===== config.mk =====
export PLATFORM = sky130hd
export DESIGN_NAME = bot_irq_responder
export DESIGN_NICKNAME = d
export VERILOG_FILES = /design/src/rtl/bot_irq_responder.sv
export SDC_FILE = /design/constraint.sdc
export NUM_CORES = 1
export LEC_CHECK = 0
export BUFFER_PORTS_ARGS = -buffer_cell sky130_fd_sc_hd__buf_2
export CAP_MARGIN = 15
export CORE_UTILIZATION = 48
export CTS_CLUSTER_SIZE = 8
export DETAILED_ROUTE_END_ITERATION = 12
export PLACE_DENSITY = 0.79
export REMOVE_ABC_BUFFERS = 1
export SYNTH_ARGS = -nofsm -noshare
export SYNTH_HDL_FRONTEND = slang
export SYNTH_SLANG_ARGS = --single-unit

===== constraint.sdc =====
create_clock -name clk50 -period 1.3 [get_ports clk50]
set_clock_uncertainty 0.1 [all_clocks]
set_input_delay 0.26 -clock clk50 [delete_from_list [all_inputs] [get_ports clk50]]
set_output_delay 0.26 -clock clk50 [all_outputs]
set_load 0.05 [all_outputs]

===== src/rtl/bot_irq_responder.sv =====
// bot_irq_responder: responder end of the bot-update request/acknowledge
// handshake in the clk50 domain. A synchronised request flag raises a level
// interrupt to the CPU. The CPU acknowledge then produces an IO_INT_ACK pulse
// that clears the flag, followed by a one-cycle drain before the next request.
// Optional watchdog: define BOT_IRQ_TIMEOUT_EN to force the acknowledge when
// the CPU stalls in REQ for TIMEOUT_CYCLES cycles.
module bot_irq_responder #(
  parameter int unsigned ACK_CYCLES     = 2,
  parameter int unsigned TIMEOUT_CYCLES = 1000,
  parameter int unsigned CNT_W          = 8
) (
  input  logic             clk50,
  input  logic             reset_n,
  input  logic             IO_BotUpdt_Sync,
  input  logic             cpu_int_ack,
  input  logic             irq_enable,
  input  logic             timeout_clr,
  output logic             interrupt,
  output logic             IO_INT_ACK,
  output logic             busy,
  output logic [CNT_W-1:0] upd_count,
  output logic             timeout_flag
);

  localparam int unsigned ACKW = (ACK_CYCLES > 1) ? $clog2(ACK_CYCLES) : 1;
  localparam logic [ACKW-1:0] ACK_LOAD = ACKW'(ACK_CYCLES - 1);

  typedef enum logic [1:0] {
    S_IDLE,
    S_REQ,
    S_ACK,
    S_DRAIN
  } state_t;

  state_t           r_state;
  state_t           w_next;
  logic [ACKW-1:0]  r_ack_cnt;
  logic             w_count;
  logic             r_interrupt;
  logic             r_io_ack;
  logic             r_busy;
  logic [CNT_W-1:0] r_upd_count;
  logic             w_timeout;

`ifdef BOT_IRQ_TIMEOUT_EN
  logic [31:0] r_to_cnt;
  logic        r_to_flag;

  // Watchdog fires on the TIMEOUT_CYCLES-th clock edge spent in REQ.
  assign w_timeout = (r_state == S_REQ) && (r_to_cnt == 32'(TIMEOUT_CYCLES - 1));

  // Watchdog cycle counter: cleared on entry to REQ, advances while in REQ.
  always_ff @(posedge clk50 or negedge reset_n) begin
    if (!reset_n) begin
      r_to_cnt <= '0;
    end else if ((r_state != S_REQ) && (w_next == S_REQ)) begin
      r_to_cnt <= '0;
    end else if (r_state == S_REQ) begin
      r_to_cnt <= r_to_cnt + 32'd1;
    end
  end

  // Sticky timeout flag; a new timeout takes priority over a clear request.
  always_ff @(posedge clk50 or negedge reset_n) begin
    if (!reset_n) begin
      r_to_flag <= 1'b0;
    end else if (w_timeout && !cpu_int_ack) begin
      r_to_flag <= 1'b1;
    end else if (timeout_clr) begin
      r_to_flag <= 1'b0;
    end
  end

  assign timeout_flag = r_to_flag;
`else
  logic w_unused_timeout_clr;

  assign w_unused_timeout_clr = timeout_clr;
  assign w_timeout            = 1'b0;
  assign timeout_flag         = 1'b0;
`endif

  // State register.
  always_ff @(posedge clk50 or negedge reset_n) begin
    if (!reset_n) begin
      r_state <= S_IDLE;
    end else begin
      r_state <= w_next;
    end
  end

  // Next-state decode and the "count this service" strobe.
  always_comb begin
    w_next  = r_state;
    w_count = 1'b0;
    case (r_state)
      S_IDLE: begin
        if (IO_BotUpdt_Sync && irq_enable) begin
          w_next = S_REQ;
        end
      end
      S_REQ: begin
        if (cpu_int_ack) begin
          w_next  = S_ACK;
          w_count = 1'b1;
        end else if (w_timeout) begin
          w_next  = S_ACK;
          w_count = 1'b1;
        end else if (!irq_enable) begin
          // Request withdrawn: still pulse the ack so the flag is discarded.
          w_next = S_ACK;
        end
      end
      S_ACK: begin
        if (r_ack_cnt == '0) begin
          w_next = S_DRAIN;
        end
      end
      S_DRAIN: begin
        w_next = S_IDLE;
      end
      default: begin
        w_next = S_IDLE;
      end
    endcase
  end

  // Ack pulse-width down-counter, loaded on entry to ACK.
  always_ff @(posedge clk50 or negedge reset_n) begin
    if (!reset_n) begin
      r_ack_cnt <= '0;
    end else if ((r_state != S_ACK) && (w_next == S_ACK)) begin
      r_ack_cnt <= ACK_LOAD;
    end else if ((r_state == S_ACK) && (r_ack_cnt != '0)) begin
      r_ack_cnt <= r_ack_cnt - 1'b1;
    end
  end

  // Registered Moore outputs, decoded from the state being entered.
  always_ff @(posedge clk50 or negedge reset_n) begin
    if (!reset_n) begin
      r_interrupt <= 1'b0;
      r_io_ack    <= 1'b0;
      r_busy      <= 1'b0;
    end else begin
      r_interrupt <= (w_next == S_REQ);
      r_io_ack    <= (w_next == S_ACK);
      r_busy      <= (w_next != S_IDLE);
    end
  end

  // Serviced-update counter, wraps silently.
  always_ff @(posedge clk50 or negedge reset_n) begin
    if (!reset_n) begin
      r_upd_count <= '0;
    end else if (w_count) begin
      r_upd_count <= r_upd_count + 1'b1;
    end
  end

  assign interrupt  = r_interrupt;
  assign IO_INT_ACK = r_io_ack;
  assign busy       = r_busy;
  assign upd_count  = r_upd_count;

endmodule


-- Word-level counts from Yosys, hierarchy flattened
Cells that the tools add are included.
- $add $sub $neg: 2
- reductions and logical operators: 6
- muxes and demuxes: 9
- equality and inequality tests: 6
- operators by type and width (kind ; count):
    8-bit by 1-bit adder with 8-bit output, second input constant ; 1
    2-bit two-way mux ; 4
    2-bit case mux with 4 select lines ; 1
    2-bit equality test, second input constant ; 3
    2-bit by 1-bit equality test with 1-bit output, second input constant ; 2
    1-bit two-way mux ; 4
    2-bit nonzero test ; 2
    1-bit logical AND ; 3
    2-bit zero test ; 1
    2-bit != test, second input constant ; 1
    1-bit subtractor, second input constant ; 1
- word-level logic and storage cells: 29
- bits of input ports: 6
- output and inout bits: 12
- register bits: 14

-- Depth between registers and ports, before layout
- depth after elaboration: 6
- depth in mapped cells: 4
- depth with buffers taken out: 4

-- Least setup slack after synthesis
Ideal clock, no wire load.
- path kind: register to register
- start: register r_upd_count[0] (netlist: upd_count[0])
- end: register r_upd_count[6] (netlist: upd_count[6])
- setup slack: -163 ps
- setup time: 82 ps
- data arrival time: 1281 ps
- period minus slack after synthesis: 1463 ps
- buffers on the path: 0
- stages on the path, launching flop included: 5
- required time: 1118 ps
- cells stage by stage: dfrtp_1 > ha_1 > nand4_1 > nor2_1 > xor2_1
- word-level cells in the longest chain between the ends: 1
- RTL lines (element ; RTL line ; source):
    start, declared ; 42 ; logic [CNT_W-1:0] r_upd_count;
    start signal, assigned ; 157 ; r_upd_count <= r_upd_count + 1'b1;
    8-bit by 1-bit adder with 8-bit output ; 157 ;
Every way passes these cells.
A chain may end at the register's enable or synchronous reset.

-- Worst setup path in the final report
- start: register r_upd_count[3] (netlist: upd_count[3])
- end: output upd_count[3]
- RTL lines (element ; RTL line ; source):
    end, declared ; 21 ; output logic [CNT_W-1:0] upd_count,
No word-level cell between the ends.

==> qor.yml <==
global_route:
  antenna_found_initial: 0
  grt_pass1_vias: 442
  grt_pass1_wl_mm: 1.904
  grt_max_degree: 15
  overflow: 0
  grtUsageTotal_pct: 19.63
min_path:
  hp-class: "in -> reg"
power:
  powerDensity_mw_per_mm2: 2305
  p_leak_nw: 0.4146
  vdd_ir_drop_max_v: 0.001232
  clkPwrFrac_pct: 12.7
  switching_share_pct: 45.41
  intPower_mw: 1.001
  p_switching_mw: 0.8330
  combPwrFrac_pct: 46.8
  seq_power_share_pct: 40.5
die:
  chipHeight_um: 38.46
  initial_core_util_pct: 54.49
  die_area_mm2: 0.001479
  core_mm2: 0.001171
  core.rowCount: 12
  ios: 18
  die_w_um: 38.46
critical_path:
  crit_family: "flip-flops"
  endpoint_kind: "primary output"
  worst-setup-path-type: "reg -> out"
  crit_slowest_cell: "dfrtp_1"
  path_buf_inv: 1
  worstPathArrival_ns: 0.92
  critPathMaxStageDelay_ns: 0.45
  cp-start-kind: "flip-flop"
  crit_chain: "buf_6"
  reg2reg_setup_slack_ns: 0.06
  worst_ep_required_time_ns: 0.94
  critPathMaxFanout: 6
synth:
  synthArstFlopShare_pct: 100.0
  yosysMostFrequentCell: "dfrtp_1"
  ys_top_cells_by_count: "dfrtp_1, nand2_1, xor2_1"
  ys_seq_elements: 14
  synthTopCellsByArea: "dfrtp_1, xor2_1, nand4b_4"
  synthFlopType: "dfrtp_1"
  syn_inst: 55
  syn-cell-area_um2: 638.1
  synth_edf_count: 0
  avgSynthCellArea_um2: 11.60
  yosysWarnings: 0
  synth_top_area_share_pct: 54.90
  synth_cell_type_count: 24
  synth-seq-area-share_pct: 54.90
  yosys.area.top_type: "dfrtp_1"
cts:
  cts_sinks: 14
  clk_pin_slew_ns: 0.08
  cts_inserted_buffers: 3
  cts_tree: "done"
  insertion_delay_ns: 0.27
  cts-root-buf: "clkbuf_4"
  htreeDepth: 1
  cts_max_path_buffers: 2
routing:
  route.detailed.drc: 0
  wl_per_cell_um: 12.63
  vias: 460
  wl_mm: 1.111
  drt_iter0_drc: 23
  dr.pass1.iters: 6
  via_per_inst: 5.227
  antenna_left: 0
layout:
  n_antenna_cell: 0
  drive_above_1_share_pct: 36.49
  fin_area_um2: 795.8
  syn_to_final_growth_pct: 24.71
  post-route-util_pct: 67.95
  final_nets: 83
  fin_cells: 88
run:
  drv_cap: 0
sta:
  hold_viol: 0
  fin_crit_sh_pct: 98.15
  tns_ns: 0
  period_needed_ns: 1.276
  max_freq_mhz: 783.7
  grt_setup_unrepaired: "true"
  final-setup-viol-count: 0
  finalMaxSlewViolations: 0
  timing.final.ws_setup_ns: 0.02401
place:
  numPortBuffers: 15
  pre_cts_slack_ns: 0.06025
  gp_congestion: 0.8547
  placed_cell_area_um2: 723.2
  placed_cells: 83
status:
  status: "finished clean"
[final cells by class]
| class | instances | area, µm² |
|---|---|---|
| fillers | 94 | 375.4 |
| flip-flops and latches | 14 | 354.1 |
| multi-input cells | 37 | 265.3 |
| repair buffers | 18 | 128.9 |
| clock buffers | 3 | 22.52 |
| well taps | 14 | 17.52 |
| inverters | 2 | 7.507 |
[per-stage QoR]
step | hold WS (ns) | power, mW
finish | 0.2516 | 1.834
global placement | 0.05986 | 1.500
detailed placement | 0.06491 | 1.509
floorplan | -0.1356 | 1.316
CTS | 0.2348 | 1.791
global route | 0.2538 | 1.950
[placed cells by master (no fill, tap or decap), drive strengths merged, types with 2 or more instances in the layout]
cell type,instances
buf,16
dfrtp,14
and2b,2
nor2,3
nor3,2
inv,2
nand4b,2
xnor2,2
nand2,5
o21ai,4
nand4,2
clkbuf,4
xor2,5
[worst paths after layout]
check / start / to / cells after the start
setup / recovery: upd_count[3] / upd_count[3] / 1
hold / removal: cpu_int_ack / upd_count[2] / 3
setup reg to reg: r_state[1] / upd_count[5] / 3
hold reg to reg: upd_count[7] / upd_count[7] / 1
max in group asynchronous: reset_n / upd_count[4] / 2
min in group asynchronous: reset_n / r_ack_cnt / 2
[worst reg2reg max path: stages, from the launching register on]
cell	delay, ns
dfrtp_2	0.44
nand4b_4	0.22
nor3_2	0.23
xor2_1	0.18
[what timing repair did]
item	CTS	global route
gates resized for setup	7	6
endpoints found under the hold margin	14	0
hold buffers	1	0
setup endpoints to repair	6	11
buffers inserted	0	1
[metal layers]
metal	wire [µm]	GRT usage, %
met1	505	24.81
met2	551	30.51
met3	34	3.488
met4	20	12.93
met5	0	0
[logic make-up (layout without fill, tap and decap cells)]
family | after synthesis | in the layout | synth area share [%]
adders and majority gates | 1 | 1 | 1.960
buffers and inverters | 4 | 23 | 3.529
other | 1 | 1 | 0.5877
xor gates and xnor gates | 7 | 7 | 9.608
and+or+nand+nor | 20 | 20 | 21.57
DFF | 14 | 14 | 54.90
muxes | 1 | 1 | 1.765
AOI/OAI and AO/OA | 7 | 7 | 6.077
[registers in the layout, summed over array words and instances, names as in the netlist]
signal,flops
upd_count,8
r_state,2
IO_INT_ACK,1
busy,1
interrupt,1
r_ack_cnt,1
[power by group through the flow]
stage	sequential (mW)	combinational [mW]	clock, mW
after detailed placement	0.732	0.777	0
after global placement	0.728	0.773	0
final	0.742	0.858	0.234
after floorplan	1.06	0.257	0
after global routing	0.770	0.923	0.257
after CTS	0.731	0.816	0.244
Note: power is estimated with default switching activity, not from simulation.
